$ cat src/rtl/sqlite_row_reader_if.sv
// rtl/sqlite_row_reader_if.sv - stream bundle between the row reader, its command source, cell bridge and row consumer
//
// Purpose: groups every handshake and status signal of sqlite_row_reader so the
// reader and its environment connect through one port.
//   cmd_*  : command stream (first row id, row count) into the reader
//   req_*  : cell request stream from the reader to the bridge
//   rsp_*  : cell response strobe from the bridge (no backpressure)
//   row_*  : assembled row stream from the reader to the consumer
//   busy/done/err/err_code : reader status
// Modports: master = environment side, slave = reader side.

interface sqlite_row_reader_if #(
  parameter int DATA_W   = 64,
  parameter int NUM_COLS = 4,
  parameter int ROWID_W  = 32,
  parameter int CNT_W    = 16
);
  logic                       cmd_valid;
  logic                       cmd_ready;
  logic [ROWID_W-1:0]         cmd_first_rowid;
  logic [CNT_W-1:0]           cmd_row_count;
  logic                       req_valid;
  logic                       req_ready;
  logic [ROWID_W-1:0]         req_rowid;
  logic [3:0]                 req_col;
  logic                       rsp_valid;
  logic [DATA_W-1:0]          rsp_data;
  logic                       rsp_status;
  logic                       row_valid;
  logic                       row_ready;
  logic [NUM_COLS*DATA_W-1:0] row_data;
  logic [ROWID_W-1:0]         row_id;
  logic                       row_last;
  logic                       busy;
  logic                       done;
  logic                       err;
  logic [1:0]                 err_code;

  modport master (
    output cmd_valid, cmd_first_rowid, cmd_row_count, req_ready,
           rsp_valid, rsp_data, rsp_status, row_ready,
    input  cmd_ready, req_valid, req_rowid, req_col,
           row_valid, row_data, row_id, row_last,
           busy, done, err, err_code
  );

  modport slave (
    input  cmd_valid, cmd_first_rowid, cmd_row_count, req_ready,
           rsp_valid, rsp_data, rsp_status, row_ready,
    output cmd_ready, req_valid, req_rowid, req_col,
           row_valid, row_data, row_id, row_last,
           busy, done, err, err_code
  );
endinterface

$ cat src/rtl/sqlite_row_reader.sv
// rtl/sqlite_row_reader.sv - walks a range of stored rows, fetches each cell from the bridge and streams whole rows
//
// Purpose: accepts (first row id, row count), requests NUM_COLS cells per row
// from the simulation bridge, packs them into one row word and presents it on
// a valid/ready stream. A not-found response or a response timeout aborts the
// command with a sticky error; the partially fetched row is dropped.
// Ports:
//   clk  : clock
//   rst  : synchronous active-high reset (aborts immediately, no done pulse)
//   bus  : sqlite_row_reader_if.slave (cmd/req/rsp/row streams and status)

module sqlite_row_reader #(
  parameter int DATA_W         = 64,
  parameter int NUM_COLS       = 4,
  parameter int ROWID_W        = 32,
  parameter int CNT_W          = 16,
  parameter int TIMEOUT_CYCLES = 1024
) (
  input  logic                clk,
  input  logic                rst,
  sqlite_row_reader_if.slave  bus
);
  localparam int TMO_W = $clog2(TIMEOUT_CYCLES) + 1;

  typedef enum logic [2:0] {S_IDLE, S_REQ, S_WAIT, S_EMIT, S_FIN} state_t;

  state_t                     state_q, state_d;
  logic [ROWID_W-1:0]         rowid_q, rowid_d;
  logic [CNT_W-1:0]           remain_q, remain_d;
  logic [3:0]                 col_q, col_d;
  logic [TMO_W-1:0]           tmo_q, tmo_d;
  logic [NUM_COLS*DATA_W-1:0] row_q, row_d;
  logic                       err_q, err_d;
  logic [1:0]                 code_q, code_d;

  always_ff @(posedge clk) begin
    if (rst) begin
      state_q  <= S_IDLE;
      rowid_q  <= '0;
      remain_q <= '0;
      col_q    <= '0;
      tmo_q    <= '0;
      row_q    <= '0;
      err_q    <= 1'b0;
      code_q   <= 2'd0;
    end else begin
      state_q  <= state_d;
      rowid_q  <= rowid_d;
      remain_q <= remain_d;
      col_q    <= col_d;
      tmo_q    <= tmo_d;
      row_q    <= row_d;
      err_q    <= err_d;
      code_q   <= code_d;
    end
  end

  always_comb begin
    state_d  = state_q;
    rowid_d  = rowid_q;
    remain_d = remain_q;
    col_d    = col_q;
    tmo_d    = tmo_q;
    row_d    = row_q;
    err_d    = err_q;
    code_d   = code_q;
    case (state_q)
      S_IDLE: begin
        if (bus.cmd_valid) begin
          rowid_d  = bus.cmd_first_rowid;
          remain_d = bus.cmd_row_count;
          col_d    = '0;
          err_d    = 1'b0;
          code_d   = 2'd0;
          state_d  = (bus.cmd_row_count == '0) ? S_FIN : S_REQ;
        end
      end
      S_REQ: begin
        if (bus.req_ready) begin
          tmo_d   = '0;
          state_d = S_WAIT;
        end
      end
      S_WAIT: begin
        // A response in the expiry cycle is still taken: rsp_valid is checked first.
        if (bus.rsp_valid) begin
          if (bus.rsp_status) begin
            err_d   = 1'b1;
            code_d  = 2'd1;
            state_d = S_FIN;
          end else begin
            row_d[32'(col_q) * DATA_W +: DATA_W] = bus.rsp_data;
            if (col_q < 4'(NUM_COLS - 1)) begin
              col_d   = col_q + 4'd1;
              state_d = S_REQ;
            end else begin
              state_d = S_EMIT;
            end
          end
        end else if (tmo_q == TMO_W'(TIMEOUT_CYCLES - 1)) begin
          err_d   = 1'b1;
          code_d  = 2'd2;
          state_d = S_FIN;
        end else begin
          tmo_d = tmo_q + TMO_W'(1);
        end
      end
      S_EMIT: begin
        if (bus.row_ready) begin
          remain_d = remain_q - CNT_W'(1);
          rowid_d  = rowid_q + ROWID_W'(1);  // wraps naturally at 2^ROWID_W
          col_d    = '0;
          state_d  = (remain_q == CNT_W'(1)) ? S_FIN : S_REQ;
        end
      end
      S_FIN:   state_d = S_IDLE;
      default: state_d = S_IDLE;
    endcase
  end

  always_comb begin
    bus.cmd_ready = (state_q == S_IDLE);
    bus.busy      = (state_q != S_IDLE);
    bus.req_valid = (state_q == S_REQ);
    bus.row_valid = (state_q == S_EMIT);
    bus.row_last  = (state_q == S_EMIT) && (remain_q == CNT_W'(1));
    bus.done      = (state_q == S_FIN);
  end

  // Request and row fields come straight from registers, so they cannot move
  // while a handshake is pending.
  assign bus.req_rowid = rowid_q;
  assign bus.req_col   = col_q;
  assign bus.row_id    = rowid_q;
  assign bus.row_data  = row_q;
  assign bus.err       = err_q;
  assign bus.err_code  = code_q;
endmodule

$ cat src/flat_wrapper.sv
// flat-port wrapper written by rule: the top's interface ports become plain ports
module sqlite_row_reader_flat 
#(
  parameter int DATA_W         = 64,
  parameter int NUM_COLS       = 4,
  parameter int ROWID_W        = 32,
  parameter int CNT_W          = 16,
  parameter int TIMEOUT_CYCLES = 1024
)
  (clk, rst, bus_cmd_valid, bus_cmd_first_rowid, bus_cmd_row_count, bus_req_ready, bus_rsp_valid, bus_rsp_data, bus_rsp_status, bus_row_ready, bus_cmd_ready, bus_req_valid, bus_req_rowid, bus_req_col, bus_row_valid, bus_row_data, bus_row_id, bus_row_last, bus_busy, bus_done, bus_err, bus_err_code);
  sqlite_row_reader_if #(.DATA_W(DATA_W), .NUM_COLS(NUM_COLS), .ROWID_W(ROWID_W), .CNT_W(CNT_W)) bus_i ();
  input  logic clk;
  input  logic rst;
  input wire logic [$bits(bus_i.cmd_valid)-1:0] bus_cmd_valid;
  input wire logic [$bits(bus_i.cmd_first_rowid)-1:0] bus_cmd_first_rowid;
  input wire logic [$bits(bus_i.cmd_row_count)-1:0] bus_cmd_row_count;
  input wire logic [$bits(bus_i.req_ready)-1:0] bus_req_ready;
  input wire logic [$bits(bus_i.rsp_valid)-1:0] bus_rsp_valid;
  input wire logic [$bits(bus_i.rsp_data)-1:0] bus_rsp_data;
  input wire logic [$bits(bus_i.rsp_status)-1:0] bus_rsp_status;
  input wire logic [$bits(bus_i.row_ready)-1:0] bus_row_ready;
  output wire logic [$bits(bus_i.cmd_ready)-1:0] bus_cmd_ready;
  output wire logic [$bits(bus_i.req_valid)-1:0] bus_req_valid;
  output wire logic [$bits(bus_i.req_rowid)-1:0] bus_req_rowid;
  output wire logic [$bits(bus_i.req_col)-1:0] bus_req_col;
  output wire logic [$bits(bus_i.row_valid)-1:0] bus_row_valid;
  output wire logic [$bits(bus_i.row_data)-1:0] bus_row_data;
  output wire logic [$bits(bus_i.row_id)-1:0] bus_row_id;
  output wire logic [$bits(bus_i.row_last)-1:0] bus_row_last;
  output wire logic [$bits(bus_i.busy)-1:0] bus_busy;
  output wire logic [$bits(bus_i.done)-1:0] bus_done;
  output wire logic [$bits(bus_i.err)-1:0] bus_err;
  output wire logic [$bits(bus_i.err_code)-1:0] bus_err_code;
  assign bus_i.cmd_valid = bus_cmd_valid;
  assign bus_i.cmd_first_rowid = bus_cmd_first_rowid;
  assign bus_i.cmd_row_count = bus_cmd_row_count;
  assign bus_i.req_ready = bus_req_ready;
  assign bus_i.rsp_valid = bus_rsp_valid;
  assign bus_i.rsp_data = bus_rsp_data;
  assign bus_i.rsp_status = bus_rsp_status;
  assign bus_i.row_ready = bus_row_ready;
  assign bus_cmd_ready = bus_i.cmd_ready;
  assign bus_req_valid = bus_i.req_valid;
  assign bus_req_rowid = bus_i.req_rowid;
  assign bus_req_col = bus_i.req_col;
  assign bus_row_valid = bus_i.row_valid;
  assign bus_row_data = bus_i.row_data;
  assign bus_row_id = bus_i.row_id;
  assign bus_row_last = bus_i.row_last;
  assign bus_busy = bus_i.busy;
  assign bus_done = bus_i.done;
  assign bus_err = bus_i.err;
  assign bus_err_code = bus_i.err_code;
  sqlite_row_reader #(.DATA_W(DATA_W), .NUM_COLS(NUM_COLS), .ROWID_W(ROWID_W), .CNT_W(CNT_W), .TIMEOUT_CYCLES(TIMEOUT_CYCLES)) u_core (.clk(clk), .rst(rst), .bus(bus_i));
endmodule
$ cat config.mk
export PLATFORM = sky130hd
export DESIGN_NAME = sqlite_row_reader_flat
export DESIGN_NICKNAME = d
export VERILOG_FILES = /design/src/rtl/sqlite_row_reader_if.sv /design/src/rtl/sqlite_row_reader.sv /design/src/flat_wrapper.sv
export SDC_FILE = /design/constraint.sdc
export NUM_CORES = 1
export LEC_CHECK = 0
export BUFFER_PORTS_ARGS = -buffer_cell sky130_fd_sc_hd__buf_2
export CAP_MARGIN = 20
export CORE_AREA = 2 2 175 177
export DETAILED_ROUTE_END_ITERATION = 12
export DIE_AREA = 0 0 177 179
export HOLD_SLACK_MARGIN = 0.15
export PLACE_DENSITY = 0.69
export SETUP_SLACK_MARGIN = 0.2
export SLEW_MARGIN = 40
export SYNTH_ARGS = -nofsm -noshare
export SYNTH_HDL_FRONTEND = slang
export SYNTH_SLANG_ARGS = --single-unit
$ cat constraint.sdc
create_clock -name clk -period 6.5 [get_ports clk]
set_input_delay 0.325 -clock clk [delete_from_list [all_inputs] [get_ports clk]]
set_output_delay 0.325 -clock clk [all_outputs]
set_load 0.1 [all_outputs]
==> results by group, run 1 <==
Worst setup path
  • CP required: 6.93 ns
  • R2R depth: 8
  • Startpoint types: flop
  • Crit-path slowest cell: and2_2
  • Crit path cell chain: or3_1, ha_4, and2_2, buf_4, and2_2, buf_4, nand3_1, a21oi_1
  • Maximum fanout along the worst path: 66
  • R2R Setup Slk: 2.56 ns
  • R2R Path End: u_core.bus.row_data[227]
  • Worst setup EP type: flop
  • Worst EP arrival: 4.37 ns
  • Origin of the critical flop-to-flop path: u_core.bus.req_col[0]
  • Slowest stage delay, CP: just over 0.7 ns
  • CP Buf/Inv Count: 2
  • Crit path max-delay family: simple AND/OR/NAND/NOR gates
  • Kind of critical path: flop to flop

Route
  • Drt pass-1 iters: 5
  • Post-DRT Antenna Nets: 0
  • Vias per Instance: 5.600
  • Routed wire length: ~47000 µm
  • WL/cell: 18.46 µm
  • Vias: about 14000
  • DRC violations left: 0
  • DR iter-0 viols: 1287

Floorplanning
  • Die Wd: 177 µm
  • Row cnt: 64
  • Full die area: 31680 µm²
  • Initial Utilization: a little under half
  • Core area: ~30000 µm²
  • Ports: 452
  • Die height: 179 µm

STA
  • Min cycle time layout: 3.938 ns
  • Final Max Tran Viols: 0
  • FMAX: 253.9 MHz
  • Sum of negative setup slack: 0 ns
  • Slew headroom: 42.94%
  • Unrepaired setup endpoints after global routing: no
  • Worst-Margin Slew: 0.8560 ns
  • Clk_skew: 0.009830 ns
  • Final setup fails: 0
  • Ratio of final minimum period to clock period: 60.58%
  • Final hold vios: 0

Yosys
  • Synth Area per Inst: 7.879 µm²
  • Ys Warns: 0
  • Synth top area share: 47.79%
  • Register area share after synthesis: 47.79%
  • Mapped Cells: 1728
  • Top cells by area, synth: dfxtp_1 (48%), a21oi_1 (10%), nand2_1 (9.8%)
  • Post-synth top flop: dfxtp_1
  • Leading area contributor after synthesis: dfxtp_1
  • Most frequent cell after synthesis: nand2_1
  • Yosys reg bits: approximately 330
  • Post-synth top cells: nand2_1 (354), dfxtp_1 (325), a21oi_1 (278), nand3_1 (242), clkbuf_1 (97)
  • Syn Std Cell Area: 13610 µm²
  • Yosys cell types: approximately 70
  • Post-synth EDFFs: 0
  • FFs w/ async S/R, synth: 0%
  • Synth Net Count: roughly 1900

Min path
  • Worst Hold Depth: 3
  • Hold Path Sink: u_core.bus.req_rowid[30]
  • Worst Hold Launch: bus_cmd_first_rowid[30]
  • HP Class: primary input to flop

Final layout
  • Antenna Diode Count: 0
  • Share of cells above drive strength 1: 25.76%
  • Area Growth Syn to Fin: 31.34%
  • Layout fillers: between 2000 and 3000
  • Layout Utilization: 59.55%
  • Final Net Count: 2268

Clock network
  • H-tree levels: 2
  • CTS root buf: clkbuf_16
  • CTS tree: yes
  • Clock Tree Buf Depth: 3
  • CTS Buf Count: 37
  • Clock slew at reported path FFs: 0.06 ns
  • Clk sink count: 325
  • PostCTS Resize Cnt: 0
  • Clock Latency Late Sink: 0.51 ns

Run
  • MaxCap Viol Count: 0

Placed design
  • Detailed Place HPWL: 30190 µm
  • PortBufs: 451
  • Placer Congestion: 0.8358

Outcome
  • Run status: complete, no violations

Global routing
  • Grt total ovfl: 0
  • Initial antenna violation count: 0
  • First-pass GRT wire length: slightly above 70000 µm
  • Largest net degree at the start of global routing: 199
  • Number of global-route vias before repair: ~13000
  • GR Util All Layers: 28.12%

Power
  • PwrDens: around 350 nW/µm²
  • Leak Pwr: 0.007371 µW
  • Worst vdd rail ir drop: 288.6 µV
[layout by cell type, fill, tap and decap left out, types with 13 or more instances in the layout]
cell | netlist | final
nor3_1 | 19 | 19
nand3_1 | 242 | 240
nor2_1 | 53 | 53
clkbuf_16 | 0 | 37
buf_2 | 33 | 450
o21ai_0 | 53 | 53
inv_1 | 15 | 15
nand2_1 | 354 | 354
clkbuf_8 | 0 | 14
a31oi_1 | 16 | 16
dfxtp_1 | 325 | 325
a21oi_1 | 278 | 278
nand4_1 | 13 | 13
dlygate4sd3_1 | 0 | 81
[tightest hold or removal path: stages]
cell and delay (ns):
buf_2 0.09, a31oi_1 0.06, a31oi_1 0.15
[timing repair]
action	in CTS	in global routing
setup endpoints to repair	0	0
endpoints found under the hold margin	266	0
hold buffers	81	0
buffers inserted	0	0
[worst max path at each step]
| stage | slack, ns | depth (start not counted) | startpoint | to |
|---|---|---|---|---|
| after floorplan | 2.58 | 7 | u_core.state_q[0] | u_core.tmo_q[9] |
| after global placement | 2.29 | 8 | u_core.bus.req_col[0] | u_core.bus.row_data[202] |
| after detailed placement | 2.19 | 8 | u_core.bus.req_col[0] | u_core.bus.row_data[227] |
| after CTS | 2.18 | 8 | u_core.bus.req_col[0] | u_core.bus.row_data[227] |
| after global routing | 2.36 | 8 | u_core.bus.req_col[0] | u_core.bus.row_data[221] |
| final | 2.56 | 8 | u_core.bus.req_col[0] | u_core.bus.row_data[227] |
[layer usage]
layer	share of wire (%)	global-route usage [%]
met1	40	36.39
met2	48	45.95
met3	8.2	6.064
met4	3.5	10.64
met5	0	0
[power by group]
group / internal [µW] / total, µW / leakage [µW] / switching (µW)
clock: 1240 / 2070 / 0.000602 / 831
sequential: 2100 / 2250 / 0.00263 / 149
combinational: 404 / 2010 / 0.00414 / 1600
[cells by family after synthesis]
family | Yosys count | synth area share [%]
AO/OA/AOI/OAI | 432 | 18.09
buffers and inverters | 192 | 6.782
flip-flops | 325 | 47.79
multiplexers | 4 | 0.2941
AND/OR/NAND/NOR | 757 | 25.70
XOR/XNOR | 11 | 0.7076
adder cells (fa/ha/maj) | 7 | 0.6433
[per-stage QoR]
step | total power [µW] | std cells | instance area [µm²] | worst slack [ns] | hold slack (ns)
after global placement | 4201 | 2412 | 15700 | 2.290 | 0.4343
after floorplan | 3900 | 1728 | 13610 | 2.577 | 0.4341
after detailed placement | 4224 | 2414 | 15740 | 2.195 | 0.4401
after global routing | 6564 | 2566 | 17880 | 2.362 | 0.1571
final | 6327 | 2566 | 17880 | 2.562 | 0.1562
after CTS | 6325 | 2562 | 17770 | 2.184 | 0.1502
[area by class of cell]
type | instances | area (µm²) | share of cell area, %
repair buffers | 551 | 3317 | 18.55
multi-input cells | 1211 | 6282 | 35.13
inverters | 16 | 61.31 | 0.3429
well taps | 396 | 495.5 | 2.771
clock inverters | 9 | 83.83 | 0.4688
flip-flops and latches | 325 | 6506 | 36.39
clock buffers | 58 | 1135 | 6.347
[state kept, by name, summed over array words and instances (netlist names)]
register	count
u_core.bus.row_data	256
u_core.bus.req_rowid	32
u_core.remain_q	16
u_core.tmo_q	11
u_core.bus.req_col	4
u_core.state_q	3
u_core.bus.err_code	2
u_core.bus.err	1
No activity file was read; power rests on OpenSTA's default activity.
==> inputs of run 2 (changes only) <==
CORE_AREA = 2 2 177 179   (was 2 2 175 177)
DIE_AREA = 0 0 179 181   (was 0 0 177 179)
PLACE_DENSITY = 0.68   (was 0.69)
clock period = 4.05 ns   (was 6.5 ns; I/O delays follow)
==> run 2 against run 1 <==
Utilization increased by 0.27 points. Power is 61% higher. Final area up 1.5%. Die area increased by 2.3%. Routed wire length up 1.3%. Combinational power is 61% higher. Critical path type unchanged. Largest cell class unchanged. Highest routed layer unchanged.
==> results by group, run 2 (synthesis gave the netlist of run 1 again) <==
Power
  • Leak Pwr: 0.007494 µW
  • Total power: 10160 µW
  • PwrDens: 559.6 nW/µm²
  • Worst vdd rail ir drop: 459.6 µV

Clock network
  • H-tree levels: 2
  • CTS root buf: clkbuf_16
  • Clock Latency Late Sink: 0.51 ns
  • Setup bufs post-CTS: 0
  • Clock slew at reported path FFs: 0.06 ns
  • CTS Buf Count: 36
  • CTS tree: yes
  • Clock Tree Buf Depth: 3
  • Clk sink count: between 300 and 400

STA
  • Ratio of final minimum period to clock period: 75.88%
  • Final Max Tran Viols: 0
  • Sum of negative setup slack: 0 ns
  • Slew headroom: 43.47%
  • Clk_skew: 0.01667 ns
  • Worst-Margin Slew: 0.8480 ns
  • Unrepaired setup endpoints after global routing: no
  • Min cycle time layout: slightly above 3 ns
  • Final setup fails: 0
  • FMAX: between 300 and 400 MHz
  • Min Hold Slack: 0.1648 ns
  • Final hold vios: 0

Final layout
  • Most frequent cells in the layout: buf_2 (450), nand2_1 (354), dfxtp_1 (325)
  • Layout fillers: 2702
  • Share of cells above drive strength 1: between 20% and 30%
  • Sequential cell area: about 6500 µm²
  • Area Growth Syn to Fin: 33.34%
  • Max reg flops: 256
  • Antenna Diode Count: 0
  • Layout Utilization: 59.82%
  • Most common cell after layout, fill and taps aside: buf_2
  • Final Net Count: 2303
  • Multi-input gate area: 6274 µm²

Floorplanning
  • Core area: 30350 µm²
  • Ports: 452
  • Die height: 181 µm
  • Die Wd: 179 µm
  • Initial Utilization: 44.86%
  • Full die area: roughly 32000 µm²
  • Row cnt: 64

Placed design
  • Placer Congestion: 0.8527
  • Detailed Place HPWL: 30920 µm
  • PortBufs: 451

Worst setup path
  • Worst setup EP type: flop
  • Maximum fanout along the worst path: 39
  • Crit path cell chain: or3_1, ha_2, a21boi_0, o211a_4, buf_12, buf_4, nand3_1, o21ai_0
  • Worst EP arrival: around 3.5 ns
  • R2R depth: 8
  • CP Buf/Inv Count: 2
  • R2R Path End: u_core.bus.row_data[47]
  • Origin of the critical flop-to-flop path: u_core.bus.req_col[0]
  • Slowest stage delay, CP: 0.56 ns
  • Crit path launch: u_core.bus.req_col[0]
  • CP Capture Point: u_core.bus.row_data[47]
  • Crit-path slowest cell: o211a_4
  • Startpoint types: flop
  • Kind of critical path: flop to flop
  • Crit path max-delay family: compound AO/OA/AOI/OAI gates
  • CP required: 4.48 ns
  • R2R Setup Slk: between 0.9 and 1 ns
  • Number of cells on the critical path: 8

Run
  • MaxCap Viol Count: 0

Route
  • DRC violations left: 0
  • Vias per Instance: 5.585
  • WL/cell: about 18 µm
  • Routed wire length: 47980 µm
  • Post-DRT Antenna Nets: 0
  • Drt pass-1 iters: 5
  • DR iter-0 viols: 1108
  • Vias: 14503

Global routing
  • Grt total ovfl: 0
  • Initial antenna violation count: 0
  • Largest net degree at the start of global routing: 91
  • GR Util All Layers: 28.29%
  • First-pass GRT wire length: around 74000 µm
  • Number of global-route vias before repair: between 10000 and 15000

Outcome
  • Run status: complete, no violations

Min path
  • Worst Hold Depth: 4
  • HP Class: primary input to flop
## run 2: changes by cell type in the layout (fill, tap and decap cells not counted), moves of 2 or more
cell | before | now
bufinv_16 | 1 | 3
buf_16 | 2 | 0
clkbuf_8 | 14 | 10
dlygate4sd3_1 | 81 | 113
buf_4 | 12 | 18
## run 2: power breakdown
part           internal, µW  switching, µW  leakage, µW  total (µW)
Combinational           655           2580      0.00428        3240
Sequential             3370            240      0.00263        3610
Clock                  2000           1320     0.000590        3320
## run 2: metrics by stage
step	std cells	worst slack [ns]	cell area, µm²
after CTS	2597	0.9763	18150
final	2597	0.9769	18150
after floorplan	1728	0.6691	13620
after global placement	2421	1.013	15790
after global routing	2597	0.7968	18150
after detailed placement	2422	0.9967	15820
## run 2: worst min-delay path by stage
stage,end,start,slack (ns)
after floorplan,u_core.bus.row_data[39],bus_rsp_data[39],0.33
after global placement,u_core.bus.row_data[134],u_core.bus.row_data[134],0.43
after detailed placement,u_core.bus.row_data[165],u_core.bus.row_data[165],0.44
after CTS,u_core.bus.req_rowid[15],bus_cmd_first_rowid[15],0.15
after global routing,u_core.remain_q[14],bus_cmd_row_count[14],0.21
final,u_core.bus.req_rowid[15],bus_cmd_first_rowid[15],0.16
## run 2: final cells by class
cell class	count	area share, %
inverter	16	0.3308
sequential	325	35.84
multi-input combinational	1211	34.56
timing repair buffer	587	19.96
clock inverter	10	0.7926
tap	396	2.729
clock buffer	52	5.790
## run 2: routing by layer
metal	wire, µm	global-route usage (%)
met1	19450	35.71
met2	22680	46.42
met3	3860	5.955
met4	1992	12.20
met5	0	0
## run 2: what timing repair did
| action | CTS | global route |
|---|---|---|
| hold buffers | 113 | 0 |
| hold endpoints to repair | 304 | 0 |
| gates resized for setup | 0 | 0 |
## run 2: worst min-delay path, stage by stage
cell     delay [ns]
buf_2          0.08
nor2_1         0.04
a31oi_1        0.13
o221a_2        0.19
